`src/rtl/apb_req_master_if.sv`:
```
// apb_req_master_if: groups the core-side request/grant/response port and the APB master
// signal set of apb_req_master into one bundle.
//   master modport : the bridge's view (drives gnt/rvalid/rdata/err and the APB outputs)
//   slave modport  : the environment's view (core + APB slave side)
// Signals:
//   req_i, we_i, addr_i, wdata_i         core request
//   gnt_o, rvalid_o, rdata_o, err_o      core grant / response
//   paddr_o, pwdata_o, pwrite_o,
//   psel_o, penable_o                    APB master outputs
//   prdata_i, pready_i, pslverr_i        APB slave responses
interface apb_req_master_if #(
    parameter int unsigned APB_ADDR_WIDTH = 32,
    parameter int unsigned APB_DATA_WIDTH = 32
) ();
    logic                      req_i;
    logic                      we_i;
    logic [APB_ADDR_WIDTH-1:0] addr_i;
    logic [APB_DATA_WIDTH-1:0] wdata_i;
    logic                      gnt_o;
    logic                      rvalid_o;
    logic [APB_DATA_WIDTH-1:0] rdata_o;
    logic                      err_o;

    logic [APB_ADDR_WIDTH-1:0] paddr_o;
    logic [APB_DATA_WIDTH-1:0] pwdata_o;
    logic                      pwrite_o;
    logic                      psel_o;
    logic                      penable_o;
    logic [APB_DATA_WIDTH-1:0] prdata_i;
    logic                      pready_i;
    logic                      pslverr_i;

    modport master (
        input  req_i, we_i, addr_i, wdata_i, prdata_i, pready_i, pslverr_i,
        output gnt_o, rvalid_o, rdata_o, err_o,
        output paddr_o, pwdata_o, pwrite_o, psel_o, penable_o
    );

    modport slave (
        output req_i, we_i, addr_i, wdata_i, prdata_i, pready_i, pslverr_i,
        input  gnt_o, rvalid_o, rdata_o, err_o,
        input  paddr_o, pwdata_o, pwrite_o, psel_o, penable_o
    );
endinterface

```
`src/rtl/apb_req_master.sv`:
```
// apb_req_master: bridges a core request/grant/response port onto one APB master port.
// Runs the APB SETUP/ACCESS phases, honours wait states and pslverr, and returns a
// single-cycle registered response pulse (rvalid_o with rdata_o/err_o).
// Ports:
//   HCLK     clock
//   HRESETn  synchronous active-low reset
//   bus      apb_req_master_if.master (core handshake + APB master signals)
// Optional feature: define APB_MASTER_TIMEOUT_EN to abort an ACCESS phase after
// TIMEOUT_CYCLES cycles without pready_i (response with err_o = 1).
module apb_req_master #(
    parameter int unsigned APB_ADDR_WIDTH = 32,
    parameter int unsigned APB_DATA_WIDTH = 32,
    parameter int unsigned TIMEOUT_CYCLES = 256
) (
    input logic              HCLK,
    input logic              HRESETn,
    apb_req_master_if.master bus
);

    typedef enum logic [1:0] {StIdle, StSetup, StAccess} state_e;

    state_e state_q;
    logic   access_done;
    logic   timeout;

    assign access_done   = (state_q == StAccess) && bus.pready_i;
    // Grant either from IDLE or in the completing ACCESS cycle (back-to-back).
    assign bus.gnt_o     = bus.req_i && ((state_q == StIdle) || access_done);
    assign bus.psel_o    = (state_q != StIdle);
    assign bus.penable_o = (state_q == StAccess);

`ifdef APB_MASTER_TIMEOUT_EN
    localparam int unsigned CntW = $clog2(TIMEOUT_CYCLES + 1);

    logic [CntW-1:0] cnt_q;

    // cnt_q holds the 1-based index of the current ACCESS cycle.
    assign timeout = (state_q == StAccess) && !bus.pready_i &&
                     (cnt_q == CntW'(TIMEOUT_CYCLES));
`else
    logic unused_timeout_cycles;

    assign timeout               = 1'b0;
    assign unused_timeout_cycles = ^TIMEOUT_CYCLES;
`endif

    always_ff @(posedge HCLK) begin
        if (!HRESETn) begin
            state_q      <= StIdle;
            bus.paddr_o  <= {APB_ADDR_WIDTH{1'b0}};
            bus.pwdata_o <= {APB_DATA_WIDTH{1'b0}};
            bus.pwrite_o <= 1'b0;
            bus.rvalid_o <= 1'b0;
            bus.rdata_o  <= {APB_DATA_WIDTH{1'b0}};
            bus.err_o    <= 1'b0;
`ifdef APB_MASTER_TIMEOUT_EN
            cnt_q        <= '0;
`endif
        end else begin
            // Response outputs are a one-cycle pulse.
            bus.rvalid_o <= 1'b0;
            bus.rdata_o  <= {APB_DATA_WIDTH{1'b0}};
            bus.err_o    <= 1'b0;

            if (access_done) begin
                bus.rvalid_o <= 1'b1;
                bus.err_o    <= bus.pslverr_i;
                bus.rdata_o  <= bus.pwrite_o ? {APB_DATA_WIDTH{1'b0}} : bus.prdata_i;
            end else if (timeout) begin
                bus.rvalid_o <= 1'b1;
                bus.err_o    <= 1'b1;
            end

            // APB address/data/direction stay stable until the next grant.
            if (bus.gnt_o) begin
                bus.paddr_o  <= bus.addr_i;
                bus.pwdata_o <= bus.wdata_i;
                bus.pwrite_o <= bus.we_i;
            end

            unique case (state_q)
                StIdle: begin
                    if (bus.gnt_o) begin
                        state_q <= StSetup;
                    end
                end
                StSetup: begin
                    state_q <= StAccess;
`ifdef APB_MASTER_TIMEOUT_EN
                    cnt_q   <= CntW'(1);
`endif
                end
                StAccess: begin
                    if (access_done) begin
                        state_q <= bus.gnt_o ? StSetup : StIdle;
                    end else if (timeout) begin
                        state_q <= StIdle;
                    end else begin
`ifdef APB_MASTER_TIMEOUT_EN
                        cnt_q   <= cnt_q + CntW'(1);
`endif
                        state_q <= StAccess;
                    end
                end
                default: state_q <= StIdle;
            endcase
        end
    end

endmodule

```
`src/flat_wrapper.sv`:
```
// flat-port wrapper written by rule: the top's interface ports become plain ports
module apb_req_master_flat 
#(
    parameter int unsigned APB_ADDR_WIDTH = 32,
    parameter int unsigned APB_DATA_WIDTH = 32,
    parameter int unsigned TIMEOUT_CYCLES = 256
)
  (HCLK, HRESETn, bus_req_i, bus_we_i, bus_addr_i, bus_wdata_i, bus_prdata_i, bus_pready_i, bus_pslverr_i, bus_gnt_o, bus_rvalid_o, bus_rdata_o, bus_err_o, bus_paddr_o, bus_pwdata_o, bus_pwrite_o, bus_psel_o, bus_penable_o);
  apb_req_master_if #(.APB_ADDR_WIDTH(APB_ADDR_WIDTH), .APB_DATA_WIDTH(APB_DATA_WIDTH)) bus_i ();
  input logic HCLK;
  input logic HRESETn;
  input wire logic [$bits(bus_i.req_i)-1:0] bus_req_i;
  input wire logic [$bits(bus_i.we_i)-1:0] bus_we_i;
  input wire logic [$bits(bus_i.addr_i)-1:0] bus_addr_i;
  input wire logic [$bits(bus_i.wdata_i)-1:0] bus_wdata_i;
  input wire logic [$bits(bus_i.prdata_i)-1:0] bus_prdata_i;
  input wire logic [$bits(bus_i.pready_i)-1:0] bus_pready_i;
  input wire logic [$bits(bus_i.pslverr_i)-1:0] bus_pslverr_i;
  output wire logic [$bits(bus_i.gnt_o)-1:0] bus_gnt_o;
  output wire logic [$bits(bus_i.rvalid_o)-1:0] bus_rvalid_o;
  output wire logic [$bits(bus_i.rdata_o)-1:0] bus_rdata_o;
  output wire logic [$bits(bus_i.err_o)-1:0] bus_err_o;
  output wire logic [$bits(bus_i.paddr_o)-1:0] bus_paddr_o;
  output wire logic [$bits(bus_i.pwdata_o)-1:0] bus_pwdata_o;
  output wire logic [$bits(bus_i.pwrite_o)-1:0] bus_pwrite_o;
  output wire logic [$bits(bus_i.psel_o)-1:0] bus_psel_o;
  output wire logic [$bits(bus_i.penable_o)-1:0] bus_penable_o;
  assign bus_i.req_i = bus_req_i;
  assign bus_i.we_i = bus_we_i;
  assign bus_i.addr_i = bus_addr_i;
  assign bus_i.wdata_i = bus_wdata_i;
  assign bus_i.prdata_i = bus_prdata_i;
  assign bus_i.pready_i = bus_pready_i;
  assign bus_i.pslverr_i = bus_pslverr_i;
  assign bus_gnt_o = bus_i.gnt_o;
  assign bus_rvalid_o = bus_i.rvalid_o;
  assign bus_rdata_o = bus_i.rdata_o;
  assign bus_err_o = bus_i.err_o;
  assign bus_paddr_o = bus_i.paddr_o;
  assign bus_pwdata_o = bus_i.pwdata_o;
  assign bus_pwrite_o = bus_i.pwrite_o;
  assign bus_psel_o = bus_i.psel_o;
  assign bus_penable_o = bus_i.penable_o;
  apb_req_master #(.APB_ADDR_WIDTH(APB_ADDR_WIDTH), .APB_DATA_WIDTH(APB_DATA_WIDTH), .TIMEOUT_CYCLES(TIMEOUT_CYCLES)) u_core (.HCLK(HCLK), .HRESETn(HRESETn), .bus(bus_i));
endmodule
```
`config.mk`:
```
export PLATFORM = sky130hd
export DESIGN_NAME = apb_req_master_flat
export DESIGN_NICKNAME = d
export VERILOG_FILES = /design/src/rtl/apb_req_master_if.sv /design/src/rtl/apb_req_master.sv /design/src/flat_wrapper.sv
export SDC_FILE = /design/constraint.sdc
export NUM_CORES = 1
export LEC_CHECK = 0
export BUFFER_PORTS_ARGS = -buffer_cell sky130_fd_sc_hd__buf_2
export CAP_MARGIN = 20
export CORE_MARGIN = 2
export CORE_UTILIZATION = 39
export CTS_CLUSTER_DIAMETER = 40
export CTS_CLUSTER_SIZE = 28
export DETAILED_ROUTE_END_ITERATION = 16
export GPL_TIMING_DRIVEN = 0
export PLACE_DENSITY = 0.75
export SYNTH_ARGS = -nofsm -noshare
export SYNTH_HDL_FRONTEND = slang
export SYNTH_SLANG_ARGS = --single-unit
```
`constraint.sdc`:
```
create_clock -name HCLK -period 1.2 [get_ports HCLK]
set_input_delay 0.12 -clock HCLK [delete_from_list [all_inputs] [get_ports HCLK]]
set_output_delay 0.12 -clock HCLK [all_outputs]
set_load 0.02 [all_outputs]
```
==> results.cfg <==
[floorplan]
rows = 34
ios = 204
initial_utilization_pct = 40.6
dieArea_mm2 = 0.00994
coreArea_mm2 = 0.00881
die_h_um = 99.7
die_x_um = 99.7

[hold_path]
worstHoldPathCells = 3
holdPathEnd = u_core.bus.pwdata_o[2]
hp-start = bus_wdata_i[2]
hp-class = in -> reg

[placement]
place_hpwl_mm = 7.20
placed_area_mm2 = 0.00475
place.gp.congestion = 0.822
port_buffers = 202
dp_cells = 674

[critical_path]
cp_data_arrival_time_ps = 1730
rr_endpoint = u_core.bus.paddr_o[19]
r2r-start = u_core.state_q[1]
startpoint_type = flop
critical_path.max_fanout = 5
path_class = reg -> reg
critPathCaptureType = flop
r2r_setup_slack_ps = -260
cp.required_ps = 1470
reg2regPathDepth = 7

[cells_and_area]
fin_cells = 791
final_core_util_pct = 70.8
drive_above_1_share_pct = 41.4
n_antenna_cell = 0
regArea_mm2 = 0.00202
multi_input_area_mm2 = 0.00151
fin_nets = 780
syn_to_final_growth_pct = 74.5
fillers = 604
fin_area_mm2 = 0.00623

[cts]
cts_buffers = 9
cts_sinks = 101
cts_tree = built
cts_buffer_depth = 2
clk_pin_slew_ps = 100
root_buffer = clkbuf_8
clkLatencyLatePin_ps = 360
htreeDepth = 3

[logic_synthesis]
ys_types = 13
synth_nets = 466
synthCells = 364
ys_seq_area_share_pct = 56.6
yosys_register_bits = 101
syn_area_mm2 = 0.00357
avgSynthCellArea_um2 = 9.81
ys.warnings.count = 0

[global_route]
antenna_found_initial = 0
grt.total_usage_pct = 24.2
grt.overflow.total = 0
grt_pass1_vias = 3803
grt_pass1_wl_mm = 18.8
grt_max_degree = 17

[route]
dr.first_iter.drc_count = 124
via_per_inst = 4.69
drc = 0
first_pass_iters = 6
wl_mm = 12.4
ant_nets = 0
vias = 3706
wl_per_cell_um = 15.7

[power_and_ir_drop]
swShare_pct = 26.7
p_int_uw = 5480
power.density_mw_per_mm2 = 1200
fin_total_pwr_uw = 7470
ir_worst_vdd_v = 0.000600
p_clk_share_pct = 31.9
leakage_uw = 0.00315
combPwrFrac_pct = 19.8
seq_power_share_pct = 48.3
p_sw_uw = 1990

[timing]
worst_pin_slew_ps = 525
whs_ps = 13.9
rsz0062_at_grt = yes
setup_viol_count_final = 101
fmax_ghz = 0.686
finalCriticalPeriod_ps = 1460
fin_crit_sh_pct = 122
hold_viol = 0
fin_skew_ps = 11.8
drv_slew = 0
worst_slack_ps = -258
max-slew-margin-rel_pct = 65.0

[run]
cap_violations = 0

[run_status]
run_status = finished, violations left
violations = setup timing
==> worst max path at each step <==
| stage | start | cells after the start | slack (ps) | endpoint |
|---|---|---|---|---|
| CTS | u_core.state_q[1] | 5 | -270 | bus_gnt_o |
| finish | u_core.state_q[1] | 7 | -260 | u_core.bus.paddr_o[19] |
| floorplan | u_core.state_q[1] | 5 | -60 | u_core.bus.paddr_o[20] |
| global placement | u_core.state_q[1] | 5 | -340 | bus_gnt_o |
| global route | u_core.state_q[1] | 5 | -340 | bus_gnt_o |
| detailed placement | u_core.state_q[1] | 5 | -340 | u_core.bus.paddr_o[22] |
==> what timing repair did <==
item / CTS / global route
cloned: 6 / 2
setup buffers: 15 / 6
resized for setup: 54 / 24
hold buffers: 77 / 0
pin swaps: 2 / 0
endpoints found under the setup margin: 100 / 101
hold endpoints to repair: 77 / 0
==> synthesized netlist by cell type <==
cell	count	area, um2
mux2i_1	66	661
buf_2	8	40.0
nor2b_1	4	25.0
buf_4	1	7.51
nand2_1	130	488
nor2_1	1	3.75
and2_1	34	213
dfxtp_1	101	2020
and4b_1	1	10.0
nor3b_2	1	12.5
clkbuf_1	13	48.8
or2_1	1	6.26
buf_6	3	33.8
==> flip-flops by register name (all words and copies together) (netlist names) <==
signal               cells
u_core.bus.pwrite_o      1
u_core.bus.err_o         1
u_core.bus.rdata_o      32
u_core.state_q           2
u_core.bus.pwdata_o     32
u_core.bus.paddr_o      32
u_core.bus.rvalid_o      1
==> cell type report <==
cell class                      count  share of cell area (%)
Timing Repair Buffer              304                    34.4
Multi-Input combinational cell    238                    24.2
Tap cell                          108                    2.17
Sequential cell                   101                    32.5
Buffer                             24                    3.27
Clock inverter                      5                    1.35
Clock buffer                       11                    2.11
==> kinds of logic after synthesis <==
logic type,after synthesis,share of synthesized area [%]
buf+inv,25,3.64
flops,101,56.6
mux,66,18.5
simple gates,172,21.2
==> worst max-delay path, stage by stage (launching register included) <==
cell     delay, ps
dfxtp_2        330
nor2b_4        120
nor3b_4        200
buf_4          140
buf_6          120
buf_6          130
buf_16         120
mux2i_2        220
==> stage by stage <==
stage / setup TNS [ps] / setup WS (ps)
floorplan: -2760 / -64.0
global placement: -27830 / -337
detailed placement: -27260 / -345
CTS: -15140 / -266
global route: -23300 / -336
finish: -14850 / -258
==> placed cells by master, fill, tap and decap left out <==
| cell type | netlist | routed |
|---|---|---|
| and2_1 | 34 | 12 |
| and2_4 | 0 | 22 |
| and4b_1 | 1 | 1 |
| buf_12 | 0 | 8 |
| buf_16 | 0 | 2 |
| buf_2 | 8 | 201 |
| buf_4 | 1 | 8 |
| buf_6 | 3 | 16 |
| buf_8 | 0 | 1 |
| bufinv_16 | 0 | 2 |
| clkbuf_1 | 13 | 15 |
| clkbuf_16 | 0 | 2 |
| clkbuf_8 | 0 | 9 |
| clkinvlp_4 | 0 | 2 |
| dfxtp_1 | 101 | 99 |
| dfxtp_2 | 0 | 2 |
| dlygate4sd3_1 | 0 | 77 |
| inv_6 | 0 | 1 |
| mux2i_1 | 66 | 62 |
| mux2i_2 | 0 | 4 |
| nand2_1 | 130 | 130 |
| nor2_1 | 1 | 1 |
| nor2b_1 | 4 | 2 |
| nor2b_4 | 0 | 2 |
| nor3b_4 | 0 | 1 |
| or2_1 | 1 | 1 |
==> metal layers <==
layer  track usage (%)  up-vias  share of wire, %
met5                 0        -                 0
met1              25.4     1724                38
met2              46.0      178                52
met3              6.11       25               7.8
met4              9.06        0               1.8
li1                  -     1779                 -
==> power groups by stage <==
stage / clock, uW / combinational (uW) / sequential, uW
2_1_floorplan: 0 / 408 / 3870
3_3_place_gp: 0 / 1010 / 3670
3_5_place_dp: 0 / 1030 / 3680
4_1_cts: 2400 / 1420 / 3600
5_1_grt: 2540 / 1570 / 3630
6_report: 2380 / 1480 / 3610
Note: power is estimated with default switching activity, not from simulation.
